$ cat config.mk
export PLATFORM = sky130hd
export DESIGN_NAME = serial_port_responder
export DESIGN_NICKNAME = d
export VERILOG_FILES = /design/src/rtl/serial_port_responder.sv
export SDC_FILE = /design/constraint.sdc
export NUM_CORES = 1
export LEC_CHECK = 0
export ABC_CLOCK_PERIOD_IN_PS = 3600
export CORE_ASPECT_RATIO = 1.4
export CORE_MARGIN = 3
export CORE_UTILIZATION = 60
export CTS_BUF_LIST = sky130_fd_sc_hd__clkbuf_8
export DETAILED_ROUTE_END_ITERATION = 16
export GPL_TIMING_DRIVEN = 0
export PLACE_DENSITY = 0.78
export SYNTH_ARGS = -nofsm -noshare
export SYNTH_HDL_FRONTEND = slang
export SYNTH_SLANG_ARGS = --single-unit
$ cat constraint.sdc
create_clock -name clk -period 3.6 [get_ports clk]
set_input_delay 0.54 -clock clk [delete_from_list [all_inputs] [get_ports clk]]
set_output_delay 0.54 -clock clk [all_outputs]
set_load 0.02 [all_outputs]
$ cat src/rtl/serial_port_responder.sv
// UART responder: processor byte port <-> 8N1 serial line through TX/RX FIFOs. Loopback via SERIAL_LOOPBACK_EN.
// Latency: TX line falls 2 edges after a write to an idle transmitter; an RX byte appears one edge after its stop-bit midpoint.
// Backpressure: writes are dropped while serial_ready_out=0; RX bytes arriving at a full FIFO are dropped and flagged.

module serial_port_responder_fifo #(
    parameter int DEPTH = 8,
    parameter int W     = 8
) (
    input  logic         clk,
    input  logic         reset,
    input  logic         push_vld,
    input  logic [W-1:0] push_dat,
    input  logic         pop_rdy,
    output logic [W-1:0] head_dat,
    output logic         empty,
    output logic         full
);
    localparam int AW = $clog2(DEPTH);

    logic [W-1:0]  mem [DEPTH];
    logic [AW-1:0] wr_ptr, rd_ptr;
    logic [AW:0]   count;
    logic          do_push, do_pop;

    assign empty    = (count == '0);
    assign full     = (count == (AW+1)'(DEPTH));
    assign do_pop   = pop_rdy && !empty;
    // A pop on the same edge frees the slot, so a full FIFO can still accept.
    assign do_push  = push_vld && (!full || do_pop);
    assign head_dat = empty ? '0 : mem[rd_ptr];

    always_ff @(posedge clk) begin
        if (do_push) mem[wr_ptr] <= push_dat;
    end

    always_ff @(posedge clk or negedge reset) begin
        if (!reset) begin
            wr_ptr <= '0;
            rd_ptr <= '0;
            count  <= '0;
        end else begin
            if (do_push) wr_ptr <= wr_ptr + 1'b1;
            if (do_pop)  rd_ptr <= rd_ptr + 1'b1;
            case ({do_push, do_pop})
                2'b10:   count <= count + 1'b1;
                2'b01:   count <= count - 1'b1;
                default: count <= count;
            endcase
        end
    end
endmodule

module serial_port_responder #(
    parameter int CLKS_PER_BIT = 434,
    parameter int FIFO_DEPTH   = 8
) (
    input  logic       clk,
    input  logic       reset,
    input  logic [7:0] serial_data_in,
    input  logic       serial_wren_in,
    input  logic       serial_rden_in,
    output logic [7:0] serial_data_out,
    output logic       serial_valid_out,
    output logic       serial_ready_out,
    input  logic       uart_rx_in,
    output logic       uart_tx_out,
    output logic       frame_err_out,
    output logic       overrun_out
);
    localparam int CW = $clog2(CLKS_PER_BIT);
    localparam logic [CW-1:0] LAST      = CW'(CLKS_PER_BIT - 1);
    localparam logic [CW-1:0] HALF_LAST = CW'(CLKS_PER_BIT / 2 - 1);

    typedef enum logic [1:0] {S_IDLE, S_START, S_DATA, S_STOP} state_t;

    logic [7:0] tx_head;
    logic       tx_empty, tx_full, tx_pop;
    logic       rx_full, rx_empty, rx_push;

    state_t     tx_state, tx_state_nx;
    logic [CW-1:0] tx_cnt, tx_cnt_nx;
    logic [2:0] tx_bit, tx_bit_nx;
    logic [7:0] tx_shreg, tx_shreg_nx;
    logic       tx_line, tx_line_nx;

    state_t     rx_state, rx_state_nx;
    logic [CW-1:0] rx_cnt, rx_cnt_nx;
    logic [2:0] rx_bit, rx_bit_nx;
    logic [7:0] rx_shreg, rx_shreg_nx;
    logic       rx_line, set_ferr, set_ovr;
    logic       frame_err_q, overrun_q;

    assign serial_ready_out = !tx_full;
    assign serial_valid_out = !rx_empty;
    assign frame_err_out    = frame_err_q;
    assign overrun_out      = overrun_q;

    serial_port_responder_fifo #(.DEPTH(FIFO_DEPTH), .W(8)) u_tx_fifo (
        .clk(clk), .reset(reset),
        .push_vld(serial_wren_in && serial_ready_out), .push_dat(serial_data_in),
        .pop_rdy(tx_pop), .head_dat(tx_head), .empty(tx_empty), .full(tx_full)
    );

    serial_port_responder_fifo #(.DEPTH(FIFO_DEPTH), .W(8)) u_rx_fifo (
        .clk(clk), .reset(reset),
        .push_vld(rx_push), .push_dat(rx_shreg),
        .pop_rdy(serial_rden_in), .head_dat(serial_data_out), .empty(rx_empty), .full(rx_full)
    );

    // The line is registered from the current state, so it trails the FSM by one edge.
    always_comb begin
        tx_state_nx = tx_state;
        tx_cnt_nx   = tx_cnt + 1'b1;
        tx_bit_nx   = tx_bit;
        tx_shreg_nx = tx_shreg;
        tx_pop      = 1'b0;
        case (tx_state)
            S_IDLE: begin
                tx_cnt_nx = '0;
                if (!tx_empty) begin
                    tx_pop      = 1'b1;
                    tx_shreg_nx = tx_head;
                    tx_state_nx = S_START;
                end
            end
            S_START: if (tx_cnt == LAST) begin
                tx_cnt_nx   = '0;
                tx_bit_nx   = '0;
                tx_state_nx = S_DATA;
            end
            S_DATA: if (tx_cnt == LAST) begin
                tx_cnt_nx   = '0;
                tx_shreg_nx = {1'b0, tx_shreg[7:1]};
                if (tx_bit == 3'd7) tx_state_nx = S_STOP;
                else                tx_bit_nx   = tx_bit + 1'b1;
            end
            S_STOP: if (tx_cnt == LAST) begin
                tx_cnt_nx = '0;
                if (!tx_empty) begin
                    tx_pop      = 1'b1;
                    tx_shreg_nx = tx_head;
                    tx_state_nx = S_START;
                end else begin
                    tx_state_nx = S_IDLE;
                end
            end
            default: tx_state_nx = S_IDLE;
        endcase
        case (tx_state)
            S_START: tx_line_nx = 1'b0;
            S_DATA:  tx_line_nx = tx_shreg[0];
            default: tx_line_nx = 1'b1;
        endcase
    end

    always_ff @(posedge clk or negedge reset) begin
        if (!reset) begin
            tx_state <= S_IDLE;
            tx_cnt   <= '0;
            tx_bit   <= '0;
            tx_shreg <= '0;
            tx_line  <= 1'b1;
        end else begin
            tx_state <= tx_state_nx;
            tx_cnt   <= tx_cnt_nx;
            tx_bit   <= tx_bit_nx;
            tx_shreg <= tx_shreg_nx;
            tx_line  <= tx_line_nx;
        end
    end

`ifdef SERIAL_LOOPBACK_EN
    assign rx_line     = tx_line;
    assign uart_tx_out = 1'b1;
`else
    logic rx_s1, rx_s2;
    always_ff @(posedge clk or negedge reset) begin
        if (!reset) begin
            rx_s1 <= 1'b1;
            rx_s2 <= 1'b1;
        end else begin
            rx_s1 <= uart_rx_in;
            rx_s2 <= rx_s1;
        end
    end
    assign rx_line     = rx_s2;
    assign uart_tx_out = tx_line;
`endif

    always_comb begin
        rx_state_nx = rx_state;
        rx_cnt_nx   = rx_cnt + 1'b1;
        rx_bit_nx   = rx_bit;
        rx_shreg_nx = rx_shreg;
        rx_push     = 1'b0;
        set_ferr    = 1'b0;
        set_ovr     = 1'b0;
        case (rx_state)
            S_IDLE: begin
                rx_cnt_nx = '0;
                if (!rx_line) rx_state_nx = S_START;
            end
            // Half a bit in: confirm the start bit, then every full bit lands on a midpoint.
            S_START: if (rx_cnt == HALF_LAST) begin
                rx_cnt_nx = '0;
                if (rx_line) rx_state_nx = S_IDLE;
                else begin
                    rx_bit_nx   = '0;
                    rx_state_nx = S_DATA;
                end
            end
            S_DATA: if (rx_cnt == LAST) begin
                rx_cnt_nx   = '0;
                rx_shreg_nx = {rx_line, rx_shreg[7:1]};
                if (rx_bit == 3'd7) rx_state_nx = S_STOP;
                else                rx_bit_nx   = rx_bit + 1'b1;
            end
            S_STOP: if (rx_cnt == LAST) begin
                rx_cnt_nx   = '0;
                rx_state_nx = S_IDLE;
                if (!rx_line)                          set_ferr = 1'b1;
                else if (rx_full && !serial_rden_in)   set_ovr  = 1'b1;
                else                                   rx_push  = 1'b1;
            end
            default: rx_state_nx = S_IDLE;
        endcase
    end

    always_ff @(posedge clk or negedge reset) begin
        if (!reset) begin
            rx_state    <= S_IDLE;
            rx_cnt      <= '0;
            rx_bit      <= '0;
            rx_shreg    <= '0;
            frame_err_q <= 1'b0;
            overrun_q   <= 1'b0;
        end else begin
            rx_state    <= rx_state_nx;
            rx_cnt      <= rx_cnt_nx;
            rx_bit      <= rx_bit_nx;
            rx_shreg    <= rx_shreg_nx;
            if (set_ferr) frame_err_q <= 1'b1;
            if (set_ovr)  overrun_q   <= 1'b1;
        end
    end
endmodule

-- Word level (Yosys, flattened, before mapping)
Memories as Yosys holds them, arrays and structs flattened.
Index checks and enable logic that the tools add are counted.
W data, S select, Z words.
- flip-flop bits (word level): 69
- bits in writable memories: 128
- output and inout bits: 13
- word-level logic and storage cells: 147
- memories: 2
- memory list (name ; words ; width ; read ports ; clocked after Yosys merged registers in ; write ports ; line ; text):
    u_rx_fifo.mem ; 8 ; 8 ; 1 ; 0 ; 1 ; 20 ; logic [W-1:0] mem [DEPTH];
    u_tx_fifo.mem ; 8 ; 8 ; 1 ; 0 ; 1 ; 20 ;
- $add $sub $neg: 12
- eq/ne operators: 30
- muxes and demuxes: 54
- reductions and logical operators: 30
- operator list (cell ; number):
    $mux W8 ; 4
    $mux W9 ; 3
    $pmux W9 S3 ; 1
    $ne A2 B2 Y1 const B ; 13
    $pmux W8 S3 ; 1
    $mux W2 ; 11
    $mux W3 ; 7
    $add A3 B1 Y3 const B ; 6
    $add A9 B1 Y9 const B ; 2
    $eq A9 B9 Y1 const B ; 2
    $mux W1 ; 18
    $pmux W9 S2 ; 1
    $pmux W2 S4 ; 2
    $pmux W4 S2 ; 2
    $reduce_and A5 Y1 ; 3
    $eq A2 B2 Y1 const B ; 6
    $pmux W3 S2 ; 2
    $eq A9 B8 Y1 const B ; 1
    $add A4 B1 Y4 const B ; 2
    $eq A2 B1 Y1 const B ; 4
    $eq A4 B4 Y1 const B ; 2
    $logic_not A4 Y1 ; 2
    $reduce_bool A2 Y1 ; 4
    $sub A4 B1 Y4 const B ; 2
    12 further kinds ; 25

-- Longest topological paths before layout
Gate-level depths: netlist of run 1.
- depth in word-level cells: 9
- mapped depth: 12
- mapped depth without buffers: 11

-- By module
From an unflattened synthesis of run 1, not the netlist that was laid out.
- cells, all modules: 539
- area total of the unflattened synthesis: 8602.0 um^2
- modules (own cells, without submodules) (module ; instances ; cells an instance ; area an instance (um^2) ; sequential area each (um^2)):
    serial_port_responder_fifo ; 2 ; 160 ; 3055.4 ; 2172.1
    serial_port_responder ; 1 ; 219 ; 2491.1 ; 1229.9

-- Worst setup path after synthesis of run 1
Ideal clock, no wire load.
- kind: flip-flop to flip-flop
- from: register rx_cnt[1]
- to: register u_rx_fifo.count[3]
- data arrival time: 2868 ps
- required time: 3520 ps
- slack: 652 ps
- stages on the path, launching flop included: 13
- buffers on the path: 1
- clock period less this slack: 2948 ps
- path through: dfrtp_1 inv_1 ha_1 nand4b_1 or4_4 or3b_4 buf_6 ha_1 ha_1 a21o_1 a21oi_1 mux2i_1 xnor2_1
- cells in the longest elaborated chain, start to end: 6
- elaborated cells on any way between the ends: 8
- those cells by class: eq/ne (3); mux (3); reduce/logical (2)
- ends and longest elaborated chain (item ; line ; text):
    from (decl) ; 87 ; logic [CW-1:0] rx_cnt, rx_cnt_nx;
    from (signal assigned) ; 239 ; rx_cnt <= rx_cnt_nx;
    $eq A9 B9 Y1 (*) ; 218 ; S_STOP: if (rx_cnt == LAST) begin
    $mux W1 (*) ; 218 ;
    $mux W1 (*) ; 198 ; case (rx_state)
    $logic_and A1 B1 Y1 (*) ; 29 ; assign do_push = push_vld && (!full || do_pop);
    $eq A2 B1 Y1 or $eq A2 B2 Y1 (tied branches) ; 44 ; case ({do_push, do_pop})
    $pmux W4 S2 or $reduce_bool A2 Y1 (tied branches) ; -- ;
    to (signal assigned) ; 45 ; 2'b10: count <= count + 1'b1;
    to (signal assigned) ; 46 ; 2'b01: count <= count - 1'b1;
    to (signal assigned) ; 47 ; default: count <= count;
    to (decl) ; 22 ; logic [AW:0] count;
Mark *: on every way between the ends. The rest lies on a longest branch, timed or not.
A chain may end at the register's enable or synchronous reset.

-- Worst setup path in the final report of run 1
- from: register u_rx_fifo.rd_ptr[0]
- to: output serial_data_out[2]
- cells in the longest elaborated chain, start to end: 2
- ends and longest elaborated chain (item ; line ; text):
    from (decl) ; 21 ; logic [AW-1:0] wr_ptr, rd_ptr;
    from (signal assigned) ; 43 ; if (do_pop) rd_ptr <= rd_ptr + 1'b1;
    $mem_v2 Z8 W8 ; -- ;
    $mux W8 ; 30 ; assign head_dat = empty ? '0 : mem[rd_ptr];
    to (decl) ; 62 ; output logic [7:0] serial_data_out,
Every way passes these cells.

==> results of run 1 <==
[cell usage in the layout, fill, tap and decap left out, types with 3 or more instances in the layout]
| cell | instances |
|---|---|
| nor2_1 | 38 |
| nor3_1 | 9 |
| nor2b_1 | 3 |
| nand2b_1 | 5 |
| ha_1 | 25 |
| clkinv_4 | 4 |
| mux2i_1 | 21 |
| o21ai_1 | 7 |
| clkinv_1 | 3 |
| buf_1 | 5 |
| inv_1 | 20 |
| nor4_2 | 6 |
| dfstp_2 | 3 |
| nor4_1 | 3 |
| nand2_1 | 13 |
| nand3_1 | 8 |
| a21oi_1 | 6 |
| o21ai_0 | 17 |
| clkbuf_1 | 7 |
| o21bai_1 | 3 |
| mux2_1 | 3 |
| xor2_1 | 13 |
| mux2_2 | 18 |
| nand4_1 | 4 |
| clkbuf_8 | 17 |
| clkdlybuf4s50_1 | 24 |
| xnor2_1 | 15 |
| edfxtp_1 | 128 |
| buf_2 | 6 |
| buf_4 | 4 |
| mux4_2 | 31 |
| dfrtp_1 | 66 |
| and3_1 | 3 |
[area by class of cell]
cell class / count / area, um^2
plain buffers: 19 / 88.84
clock buffers: 17 / 234.0
clock inverters: 15 / 117.6
fillers: 908 / 4255
inverters: 19 / 71.32
multi-input cells: 290 / 2719
flip-flops and latches: 197 / 5574
well taps: 182 / 227.7
repair buffers: 31 / 287.8
[sequential cells by signal, indices dropped and copies added, names as in the netlist, named ones only]
name,count
u_tx_fifo.wr_ptr,3
u_tx_fifo.rd_ptr,3
overrun_out,1
u_rx_fifo.count,4
rx_line,1
u_rx_fifo.wr_ptr,3
tx_cnt,9
frame_err_out,1
uart_tx_out,1
rx_bit,3
rx_cnt,9
rx_state,1
tx_shreg,8
tx_state,2
tx_bit,3
u_rx_fifo.rd_ptr,3
u_tx_fifo.count,4
rx_shreg,8
u_tx_fifo.mem,64
rx_s1,1
u_rx_fifo.mem,64
[cells by family (layout without fill, tap and decap cells)]
kind of cell | count (synthesis) | after routing | share of synthesized area
flip-flops | 197 | 197 | 0.6626
XOR/XNOR | 28 | 28 | 0.02915
multiplexers | 73 | 73 | 0.1361
AND/OR/NAND/NOR | 114 | 114 | 0.07659
AO/OA/AOI/OAI | 48 | 48 | 0.03510
adder cells (fa/ha/maj) | 27 | 27 | 0.04194
buffers and inverters | 38 | 101 | 0.01859
[final timing paths]
kind | startpoint | slack, ps | endpoint | cells past startpoint
worst min-delay path | reset | 190 | u_tx_fifo.wr_ptr[0] | 1
worst max-delay path | u_rx_fifo.rd_ptr[0] | 270 | serial_data_out[2] | 6
worst max register to register | rx_cnt[1] | 350 | u_rx_fifo.mem[7][3] | 7
max in group asynchronous | reset | 2820 | u_rx_fifo.wr_ptr[1] | 1
min in group clk | rx_s1 | 370 | rx_line | 0
worst min register to register | rx_s1 | 370 | rx_line | 0
[metal layers]
layer / global-route usage / vias up / part of all wire
li1: - / 2085 / -
met1: 0.2167 / 2191 / 0.38
met2: 0.3576 / 82 / 0.57
met3: 0.04423 / 26 / 0.034
met4: 0.06416 / 0 / 0.019
met5: 0 / - / 0
[power by group]
group / total [mW] / internal [mW] / leakage, nW / switching [mW]
Sequential: 2.92 / 2.71 / 2.20 / 0.209
Clock: 1.26 / 0.538 / 0.181 / 0.723
Combinational: 1.72 / 0.812 / 1.25 / 0.911
Total: 5.91 / 4.06 / 3.63 / 1.84
[per-stage QoR]
| stage | TNS, ps | instances | total power, mW |
|---|---|---|---|
| after global placement | -19610 | 732 | 4.619 |
| after CTS | 0 | 769 | 5.968 |
| after detailed placement | 0 | 737 | 4.716 |
| after floorplan | 0 | 525 | 4.257 |
| after global routing | 0 | 770 | 6.284 |
| final | 0 | 770 | 5.907 |
==> flow_summary.toml, run 1 <==
[cts]
clock_sinks = 197
cts_hold_buffers = 0
clock_path_buffers = 2
cts_buffers = 17
worstSkewPairLatency_ps = 450
clk_pin_slew_ps = 90
postCtsSetupBuffers = 0
cts_resized = 0
cts_tree = "built"
htreeDepth = 4
cts_root_buf = "clkbuf_8"

[route]
routedWlPerCell_um = 17.64
drt_wl_total_mm = 13.58
firstDrtPassIters = 5
drc = 0
drt_iter0_markers = 172
vias = 4384
drt-vias-per-instance = 5.694
ant_nets = 0

[synth]
syn-num-nets = 565
post-synth-top-count-cell = "edfxtp_1"
synth-edff-count = 128
synth_area_per_cell_um2 = 16.02
synth-seq-area-share = 0.6626
synth.distinct_cells = 60
synth_ff_type = "edfxtp_1"
synthCells = 525
yosysWarnings = 0
netlist_area_mm2 = 0.008413
synth_top_cell_area_share = 0.4569
synthTopCellsByArea = "edfxtp_1 (46%), dfrtp_1 (20%), mux4_2 (8.3%)"
netlist_top_cells_count = "edfxtp_1 (128), dfrtp_1 (66), nor2_1 (38)"
synthArstFlopShare = 0.3503
ys_seq_elements = 197
yosys.area.top_type = "edfxtp_1"

[layout]
drive_gt1_frac = 0.1854
nets = 615
diodes = 0
areaGrowthSynthToFinish_pct = 10.78
final_util = 0.6865
design_area_mm2 = 0.009320

[timing]
worst_pin_slew_ps = 1271
fin_crit_ps = 3325
fin_crit_sh = 0.9237
maxSlewHeadroom = 0.1463
rsz0062_at_grt = "false"
clock_skew_ps = 14.80
final_max_slew_viol_count = 0
fin_ws_ps = 274.6
finalSetupViolations = 0
max_freq_mhz = 300.7
final_hold_viol_count = 0
holdWs_ps = 187.8

[critical_path]
path_buf_inv = 3
crit_chain = "buf_2 > clkbuf_4 > mux4_2 > mux2i_1 > nor2_1 > clkdlybuf4s50_1"
endpoint_kind = "output pin"
cpMaxStageDelayCell = "clkdlybuf4s50_1"
critical_path_required_ps = 3060
start_kind = "flip-flop"
crit_family = "buffers and inverters"
slowest_delay_ps = 570
worstPathArrival_ps = 2790
worstPathMaxFanout = 10
crit_type = "flip-flop to output pin"

[die]
die_w_um = 106.1
die_h_um = 146.1
io_pins = 26
core_mm2 = 0.01358
rows = 50
start_util = 0.6197
die-area_mm2 = 0.01550

[run]
max_cap_violations = 0

[pwr]
p_per_area_mw_per_mm2 = 633.8
ir_drop_uv = 386.2
p_leak_nw = 3.633

[hold_path]
hold_path_class = "primary input to asynchronous set/reset pin"

[outcome]
status = "finished, final reports clean"

[grt]
first_global_vias = 4621
antenna_found_initial = 0
grt_start_max_net_pins = 70
track_usage = 0.1927
grt_remaining_overflow = 0
grt_pass1_wl_mm = 23.18

[placement]
place_congestion = 0.7293
post-place-ws_ps = 289.6
numPortBuffers = 25
hpwl_mm = 9.753
postPlaceCellArea_mm2 = 0.008952
Power figures use the tool's default switching activity.
==> run 2, diff against run 1 <==
- SYNTH_HIERARCHICAL: default -> 1
==> run 2 against run 1 <==
Effect of this change:
- sequential power barely moved
- count of clock-buffer cells in the layout unchanged
- wire length is 0.71% higher
- area after synthesis is 2.2% higher
- non-clock buffer count decreased by 6
- flip-flop and latch count unchanged
- clock skew grew 1.3 ps
- register-to-register slack got worse by 110 ps
- die area rose by 2.1%
- highest routed layer unchanged
==> flow_summary.toml, run 2 <==
[synth]
muxShareOfSynthArea = 0.1408
ys_seq_elements = 197
synth.distinct_cells = 59
synth_simple_gate_area_frac = 0.09382
synthArstFlopShare = 0.3503
netlist_area_mm2 = 0.008602
synth-seq-area-share = 0.6480
post-synth-top-count-cell = "edfxtp_1"
synthCells = 539
syn-num-nets = 577
synthXorXnorAreaFrac = 0.03258
synth-edff-count = 128
synth_area_per_cell_um2 = 15.96
synth_top_family_by_area = "multiplexers"
synth_top_cell_area_share = 0.4468
synth_compound_area_frac = 0.02807
synth_fa_ha_area_frac = 0.03636
netlist_top_cells_count = "edfxtp_1 (128), dfrtp_1 (66), nor2_1 (49)"
yosys.area.top_type = "edfxtp_1"
yosysWarnings = 6
synthTopCellsByArea = "edfxtp_1 (45%), dfrtp_1 (19%), mux4_2 (8.4%)"
synth_ff_type = "edfxtp_1"

[grt]
first_global_vias = 4692
grt_pass1_wl_mm = 23.33
grt_remaining_overflow = 0
grt_start_max_net_pins = 70
track_usage = 0.1897
antenna_found_initial = 0

[run]
max_cap_violations = 0

[layout]
final_cell_mix = "edfxtp_1 (128), dfrtp_1 (66), nor2_1 (49)"
mostFrequentLayoutCell = "edfxtp_1"
fill_cells = 906
nets = 624
diodes = 0
design_area_mm2 = 0.009487
areaGrowthSynthToFinish_pct = 10.28
top_regs = "u_rx_fifo/mem (64), u_tx_fifo/mem (64)"
drive_gt1_frac = 0.2187

[cts]
clock_sinks = 197
clock_path_buffers = 2
postCtsSetupBuffers = 0
htreeDepth = 4
cts_root_buf = "clkbuf_8"
cts_hold_buffers = 0
cts_buffers = 17
cts_resized = 0
worstSkewPairLatency_ps = 450
cts_tree = "built"
clk_pin_slew_ps = 110

[critical_path]
worstPathMaxFanout = 8
crit_type = "flip-flop to flip-flop"
critical_path_required_ps = 3670
worstPathArrival_ps = 3430
reg2reg_slack_ps = 240
crit_chain = "or3_4 > nor3_4 > a21oi_1 > nor3_1 > o21a_4 > nand2_2 > nor3_1"
cpMaxStageDelayCell = "nor3_1"
crit_top_cell = "nor3_1"
start_kind = "flip-flop"
path_buf_inv = 0
slowest_delay_ps = 1010
crit_family = "simple AND/OR/NAND/NOR gates"
endpoint_kind = "flip-flop"

[die]
start_util = 0.6155
die_h_um = 147.7
rows = 51
die-area_mm2 = 0.01583
core_mm2 = 0.01397
io_pins = 26
die_w_um = 107.2

[route]
ant_nets = 0
drt-vias-per-instance = 5.709
drt_wl_total_mm = 13.68
drc = 0
firstDrtPassIters = 4
vias = 4476
drt_iter0_markers = 223
routedWlPerCell_um = 17.45

[pwr]
p_leak_nw = 3.732
combPwrFrac = 0.307
p_switching_mw = 1.969
p_per_area_mw_per_mm2 = 646.6
total_power_mw = 6.134
clkPwrFrac = 0.215
swShare = 0.3210
intPower_mw = 4.165
ir_drop_uv = 377.2
p_seq_frac = 0.478

[timing]
finalSetupViolations = 0
fin_crit_ps = 3361
worst_pin_slew_ps = 1316
fin_ws_ps = 238.6
clock_skew_ps = 16.06
final_hold_viol_count = 0
rsz0062_at_grt = "false"
fin_crit_sh = 0.9337
max_freq_mhz = 297.5
final_max_slew_viol_count = 0
maxSlewHeadroom = 0.1158

[placement]
numPortBuffers = 25
place_congestion = 0.7528
postPlaceCellArea_mm2 = 0.009109
post-place-ws_ps = 193.6
hpwl_mm = 9.910

[outcome]
status = "finished, final reports clean"

[hold_path]
hold_path_class = "primary input to asynchronous set/reset pin"
==> run 2: layout make-up <==
type                    count  area [um^2]  share of cell area
multi-input cells         306         2865              0.3020
clock buffers              17        234.0             0.02466
repair buffers             28        270.3             0.02849
inverters                  20        85.08            0.008969
well taps                 185        231.5             0.02440
plain buffers              16        90.09            0.009496
clock inverters            15        136.4             0.01438
flip-flops and latches    197         5574              0.5876
==> run 2: final timing paths <==
check | end | startpoint | cells after the start
max in group asynchronous | rx_state[0] | reset | 1
worst max register to register | u_tx_fifo/mem[4][2] | tx_cnt[3] | 7
worst min-delay path | tx_cnt[5] | reset | 1
worst max-delay path | u_tx_fifo/mem[4][2] | tx_cnt[3] | 7
worst min register to register | rx_line | rx_s1 | 0
min in group clk | rx_line | rx_s1 | 0
==> run 2: power groups by stage <==
stage / sequential, mW / combinational (mW) / clock, mW
2_1_floorplan: 2.93 / 1.51 / 0
3_3_place_gp: 2.95 / 1.82 / 0
3_5_place_dp: 2.98 / 1.90 / 0
4_1_cts: 2.93 / 1.91 / 1.35
5_1_grt: 2.96 / 2.08 / 1.44
6_report: 2.93 / 1.88 / 1.32
==> run 2: cell families (layout without fill, tap and decap cells) <==
| group | after synthesis | in the layout |
|---|---|---|
| flops | 197 | 197 |
| buf+inv | 36 | 96 |
| xor+xnor | 32 | 32 |
| compound gates | 28 | 28 |
| fa+ha+maj | 25 | 25 |
| simple gates | 144 | 144 |
| mux | 77 | 77 |
==> run 2: layer usage <==
metal	up-vias	global-route usage	wire length (um)	part of all wire
met4	0	0.06654	199	0.015
li1	2123	-	-	-
met5	-	0	0	0
met1	2255	0.2290	5424	0.40
met2	75	0.3402	7738	0.57
met3	23	0.03451	318	0.023
==> run 2: per-stage QoR <==
stage | utilization | instances | setup TNS [ps] | hold WS (ps)
after global placement | 0.6500 | 749 | -19960 | 345.5
after CTS | 0.6783 | 783 | 0 | 200.4
final | 0.6788 | 784 | 0 | 182.1
after detailed placement | 0.6518 | 751 | 0 | 347.0
after floorplan | - | 539 | 0 | 244.4
after global routing | 0.6788 | 784 | 0 | 232.3
==> patch 1: new RTL, settings of run 2 <==
`tx_shreg` no longer has a reset.
--- a/src/rtl/serial_port_responder.sv
+++ b/src/rtl/serial_port_responder.sv
@@ -160,3 +160,2 @@
             tx_bit   <= '0;
-            tx_shreg <= '0;
             tx_line  <= 1'b1;
@@ -166,5 +165,8 @@
             tx_bit   <= tx_bit_nx;
-            tx_shreg <= tx_shreg_nx;
             tx_line  <= tx_line_nx;
         end
+    end
+
+    always_ff @(posedge clk) begin
+        tx_shreg <= tx_shreg_nx;
     end
Formal check against the unedited RTL: no difference found for any inputs over 10 cycles, from zero or initial values and one cycle with reset low; that may be too few to reach the edited logic, so the function may still have changed.
==> patch 1 against run 2 <==
Synthesized area fell by 0.23%. Synthesized cell count is 1.1% lower. Worst setup slack gained 0.060 ns. Via count is 0.40% higher. Design area rose by 0.33%. Sequential cell count stayed put. Wire length up 1.3%. Power increased by 4.9%.
==> patch 1: results (changes against run 2) <==
{
  "drt-met1-wl": {"value": 5260, "unit": "um", "change": "-3.1%"},
  "reg2reg_depth": {"value": 9, "change": "+2"},
  "placed_cell_area": {"value": 9090, "unit": "um2", "change": "-0.19%"},
  "path_max_fanout": {"value": 10, "change": "+2"},
  "final.hold.worst_slack": {"value": 0.0402, "unit": "ns", "change": "-0.142 ns"},
  "cp-startpoint": {"value": "u_rx_fifo/rd_ptr[1]$_DFFE_PN0P_"},
  "gp_routability_congestion": {"value": 0.761, "change": "+1.0%"},
  "run_status": {"value": "finished clean"},
  "number_of_enable_type_register_cells_in_the_synthesized_netlist": {"value": 136, "change": "+6.3%"},
  "wl": {"value": 13900, "unit": "um", "change": "+1.3%"},
  "drive_above_1_share": {"value": 0.211, "change": "-0.00791"},
  "timing.slew.headroom": {"value": 0.0825, "change": "-0.0334"},
  "reg_top3": {"value": "u_rx_fifo/mem x64, u_tx_fifo/mem x64"},
  "numPortBuffers": {"value": 25, "change": "unchanged"},
  "synth_sequential_area_ratio": {"value": 0.654, "change": "+0.00618"},
  "place.detailed.hpwl": {"value": 10200, "unit": "um", "change": "+2.9%"},
  "r2r-start": {"value": "rx_cnt[1]$_DFF_PN0_"},
  "grtUsageTotal": {"value": 0.193, "change": "+0.00346"},
  "netlist-cell-type-count": {"value": 58, "change": "-1.7%"},
  "num-fill-cells": {"value": 920, "change": "+1.5%"},
  "routed-wl-met2": {"value": 8050, "unit": "um", "change": "+4.0%"},
  "setup.reg_to_reg.worst_slack": {"value": 0.31, "unit": "ns", "change": "+0.07 ns"},
  "max-vdd-ir-drop": {"value": 0.000381, "unit": "V", "change": "+0.95%"},
  "grt_max_degree": {"value": 41, "change": "-41%"},
  "vias_in_the_first_global_route": {"value": 4740, "change": "+1.0%"},
  "largest_stage_delay_worst_path": {"value": 0.57, "unit": "ns", "change": "-0.44 ns"},
  "synth_area_leaders": {"value": "edfxtp_1 (48%), dfrtp_1 (17%), mux4_2 (8.4%)"},
  "routed_via_density": {"value": 5.78, "change": "+1.2%"},
  "leakage_power": {"value": 3.63, "unit": "nW", "change": "-2.9%"},
  "synth.net_count": {"value": 570, "change": "-1.2%"},
  "synth_common_cells": {"value": "edfxtp_1 (136), dfrtp_1 (58), nor2_1 (49)"},
  "met3_wirelength": {"value": 347, "unit": "um", "change": "+9.1%"},
  "r2r-end": {"value": "u_rx_fifo/mem[2][5]$_DFFE_PP_"},
  "critPathTopFamily": {"value": "buffers and inverters"},
  "synth-async-reset-ratio": {"value": 0.310, "change": "-0.0406"}
}
-- patch 1: changes by cell type after synthesis, sizes merged, moves of 3 or more --
cell	run 2	this run
inv	20	13
clkbuf	3	6
mux2	26	14
nand3	14	7
edfxtp	128	136
a22o	2	12
dfrtp	66	58
-- patch 1: worst max-delay path by stage --
stage	to	slack (ns)	depth (start not counted)
after global routing	serial_data_out[7]	0.08	6
after CTS	u_tx_fifo/count[2]$_DFFE_PN0P_	0.003	12
final	serial_data_out[0]	0.30	6
after global placement	u_tx_fifo/mem[0][4]$_DFFE_PP_	-0.28	7
after detailed placement	u_tx_fifo/mem[4][4]$_DFFE_PP_	-0.05	7
after floorplan	u_tx_fifo/mem[0][0]$_DFFE_PP_	0.51	7
-- patch 1: final cells by class --
type,count,share of cell area
tap,185,0.0243
clock inverter,15,0.0171
inverter,13,0.00618
timing repair buffer,28,0.0294
buffer,18,0.0104
multi-input combinational,305,0.298
sequential,197,0.590
clock buffer,17,0.0246
-- patch 1: report_power, final --
group | internal, W | switching, W
Sequential | 0.00278 | 0.000222
Combinational | 0.000999 | 0.00107
Clock | 0.000528 | 0.000844
Total | 0.00430 | 0.00213
-- patch 1: repair_timing --
| item | CTS | global route |
|---|---|---|
| endpoints found under the setup margin | 17 | 12 |
| hold endpoints to repair | 0 | 0 |
| setup buffers | 0 | 2 |
| pin swaps | 0 | 1 |
| resized for setup | 3 | 0 |
-- patch 1: through the flow --
stage / setup slack (ns) / instances / total power, W
after floorplan: 0.506 / 533 / 0.00458
after global placement: -0.279 / 743 / 0.00503
after detailed placement: -0.0543 / 744 / 0.00514
after CTS: 0.00329 / 776 / 0.00652
after global routing: 0.0820 / 778 / 0.00682
final: 0.299 / 778 / 0.00644
-- patch 1: routing by layer --
layer  global-route usage  vias to the layer above
li1                     -                     2109
met1                0.220                     2293
met2                0.362                       77
met3               0.0345                       15
met4               0.0640                        0
met5                    0                        -
-- patch 1: cells by family after synthesis --
group | count (synthesis) | synth area share
xor+xnor | 32 | 0.0327
simple gates | 149 | 0.0997
flops | 197 | 0.654
fa+ha+maj | 24 | 0.0350
compound gates | 36 | 0.0354
mux | 64 | 0.125
buf+inv | 31 | 0.0184
==> patch 2: new RTL, flow settings as in run 2 <==
Without the edit above. Set the parameter `FIFO_DEPTH` to 16 (it was 8).
--- a/src/rtl/serial_port_responder.sv
+++ b/src/rtl/serial_port_responder.sv
@@ -54,3 +54,3 @@
     parameter int CLKS_PER_BIT = 434,
-    parameter int FIFO_DEPTH   = 8
+    parameter int FIFO_DEPTH   = 16
 ) (
Formal check against the unedited RTL: not equivalent (Yosys sat finds a counterexample within 10 cycles, from zero or initial values and one cycle with reset low).
==> patch 2 against run 2 <==
Wire length rose by 100%. Design area rose by 69%. Global-route usage rose by 3.9 points. Non-clock buffer count rose by 29. Worst setup slack got worse by 0.11 ns. Sequential cell count rose by 134. Largest power group unchanged. Critical path type is now flip-flop to output pin. Power rose by 47%. Synthesized area rose by 66%.
==> patch 2: results (changes against run 2) <==
{
  "yosys.area_share.xor_xnor": {"value": 0.0197, "change": "-0.0129"},
  "synth-async-reset-ratio": {"value": 0.227, "change": "-0.124"},
  "reg2reg_depth": {"value": 11, "change": "+4"},
  "clock_insertion_delay_worst_skew": {"value": 0.56, "unit": "ns", "change": "+0.11 ns"},
  "leakage_power": {"value": 6.09, "unit": "nW", "change": "+63%"},
  "stdcell_count": {"value": 1254, "change": "+60%"},
  "run_status": {"value": "finished clean"},
  "min-delay-path-class": {"value": "flip-flop to flip-flop"},
  "ctsLongestPathBuffers": {"value": 3, "change": "+1"},
  "synth.net_count": {"value": 869, "change": "+51%"},
  "cts_made_buffers": {"value": 47, "change": "+30"},
  "synth_area_leaders": {"value": "edfxtp_1 (54%), dfrtp_1 (13%), mux4_2 (8.9%)"},
  "ctsHoldBuffers": {"value": 1, "change": "+1"},
  "grtUsageTotal": {"value": 0.229, "change": "+0.0393"},
  "gp_routability_congestion": {"value": 0.800, "change": "+6.2%"},
  "num-fill-cells": {"value": 1520, "change": "+68%"},
  "cp-startpoint": {"value": "u_rx_fifo/rd_ptr[1]$_DFFE_PN0N_"},
  "critPathTopFamily": {"value": "buffers and inverters"},
  "synthesized_area_fraction_occupied_by_adder_cells": {"value": 0.0300, "change": "-0.00633"},
  "path_max_fanout": {"value": 10, "change": "+2"},
  "cp_slowest_cell": {"value": "clkdlybuf4s50_1"},
  "post_cts_resize_count": {"value": 4, "change": "+4"},
  "largest_stage_delay_worst_path": {"value": 0.57, "unit": "ns", "change": "-0.44 ns"},
  "setup.reg_to_reg.worst_slack": {"value": 0.15, "unit": "ns", "change": "-0.09 ns"},
  "final_nets": {"value": 957, "change": "+53%"},
  "synth_common_cells": {"value": "edfxtp_1 (256), dfrtp_1 (72), mux4_2 (56)"},
  "worst-endpoint-arrival": {"value": 2.93, "unit": "ns", "change": "-0.50 ns"},
  "reg_top3": {"value": "u_rx_fifo/mem x128, u_tx_fifo/mem x128"},
  "max-vdd-ir-drop": {"value": 0.000449, "unit": "V", "change": "+19%"},
  "synth_mux_area_frac": {"value": 0.143, "change": "+0.00182"},
  "routed_via_density": {"value": 6.03, "change": "+5.6%"},
  "r2r-end": {"value": "u_tx_fifo/count[4]$_DFFE_PN0P_"},
  "post-place-ws": {"value": -0.470, "unit": "ns", "change": "-0.664 ns"},
  "placed_cell_area": {"value": 15000, "unit": "um2", "change": "+65%"},
  "final.hold.worst_slack": {"value": 0.363, "unit": "ns", "change": "+0.181 ns"},
  "netlist-cell-type-count": {"value": 61, "change": "+3.4%"},
  "grt_max_degree": {"value": 50, "change": "-29%"},
  "synth-compound-area-share": {"value": 0.0452, "change": "+0.0172"},
  "place.detailed.hpwl": {"value": 19200, "unit": "um", "change": "+94%"},
  "r2r-start": {"value": "tx_cnt[3]$_DFF_PN0_"},
  "h-tree-depth": {"value": 2, "change": "-2"},
  "synth_sequential_area_ratio": {"value": 0.672, "change": "+0.0236"},
  "timing.clock.skew": {"value": 0.0199, "unit": "ns", "change": "+0.00383 ns"},
  "drt-initial-drc-count": {"value": 531, "change": "+140%"}
}
-- patch 2: cell count changes after synthesis, sizes merged, moves of 14 or more --
cell and change:
and2 +18, edfxtp +128, inv +18, nor2b +14, mux4 +32, a211oi +32
-- patch 2: routing by layer --
| metal | track usage | part of all wire | up-vias |
|---|---|---|---|
| li1 | - | - | 3391 |
| met1 | 0.266 | 0.36 | 3855 |
| met2 | 0.411 | 0.55 | 240 |
| met3 | 0.0406 | 0.043 | 74 |
| met4 | 0.102 | 0.042 | 0 |
| met5 | 0 | 0 | - |
-- patch 2: worst max-delay path by stage --
stage	end	slack, ns	cells after the start
2_1_floorplan	u_tx_fifo/count[4]$_DFFE_PN0P_	0.49	11
3_3_place_gp	u_tx_fifo/mem[3][0]$_DFFE_PP_	-0.83	7
3_5_place_dp	u_tx_fifo/count[4]$_DFFE_PN0P_	-0.47	11
4_1_cts	serial_data_out[5]	0.001	7
5_1_grt	u_tx_fifo/count[4]$_DFFE_PN0P_	-0.03	11
6_report	serial_data_out[4]	0.13	7
-- patch 2: final cells by class --
| type | instances | area (um2) | share of cell area |
|---|---|---|---|
| well taps | 306 | 383 | 0.0239 |
| plain buffers | 34 | 206 | 0.0129 |
| clock inverters | 38 | 240 | 0.0150 |
| clock buffers | 48 | 661 | 0.0413 |
| multi-input cells | 420 | 4410 | 0.276 |
| flip-flops and latches | 331 | 9570 | 0.598 |
| repair buffers | 39 | 378 | 0.0236 |
| inverters | 38 | 143 | 0.00892 |
-- patch 2: power by group --
part / total [W] / internal (W) / switching (W)
clock: 0.00282 / 0.00147 / 0.00135
sequential: 0.00451 / 0.00436 / 0.000154
combinational: 0.00170 / 0.000745 / 0.000955
total: 0.00903 / 0.00657 / 0.00246
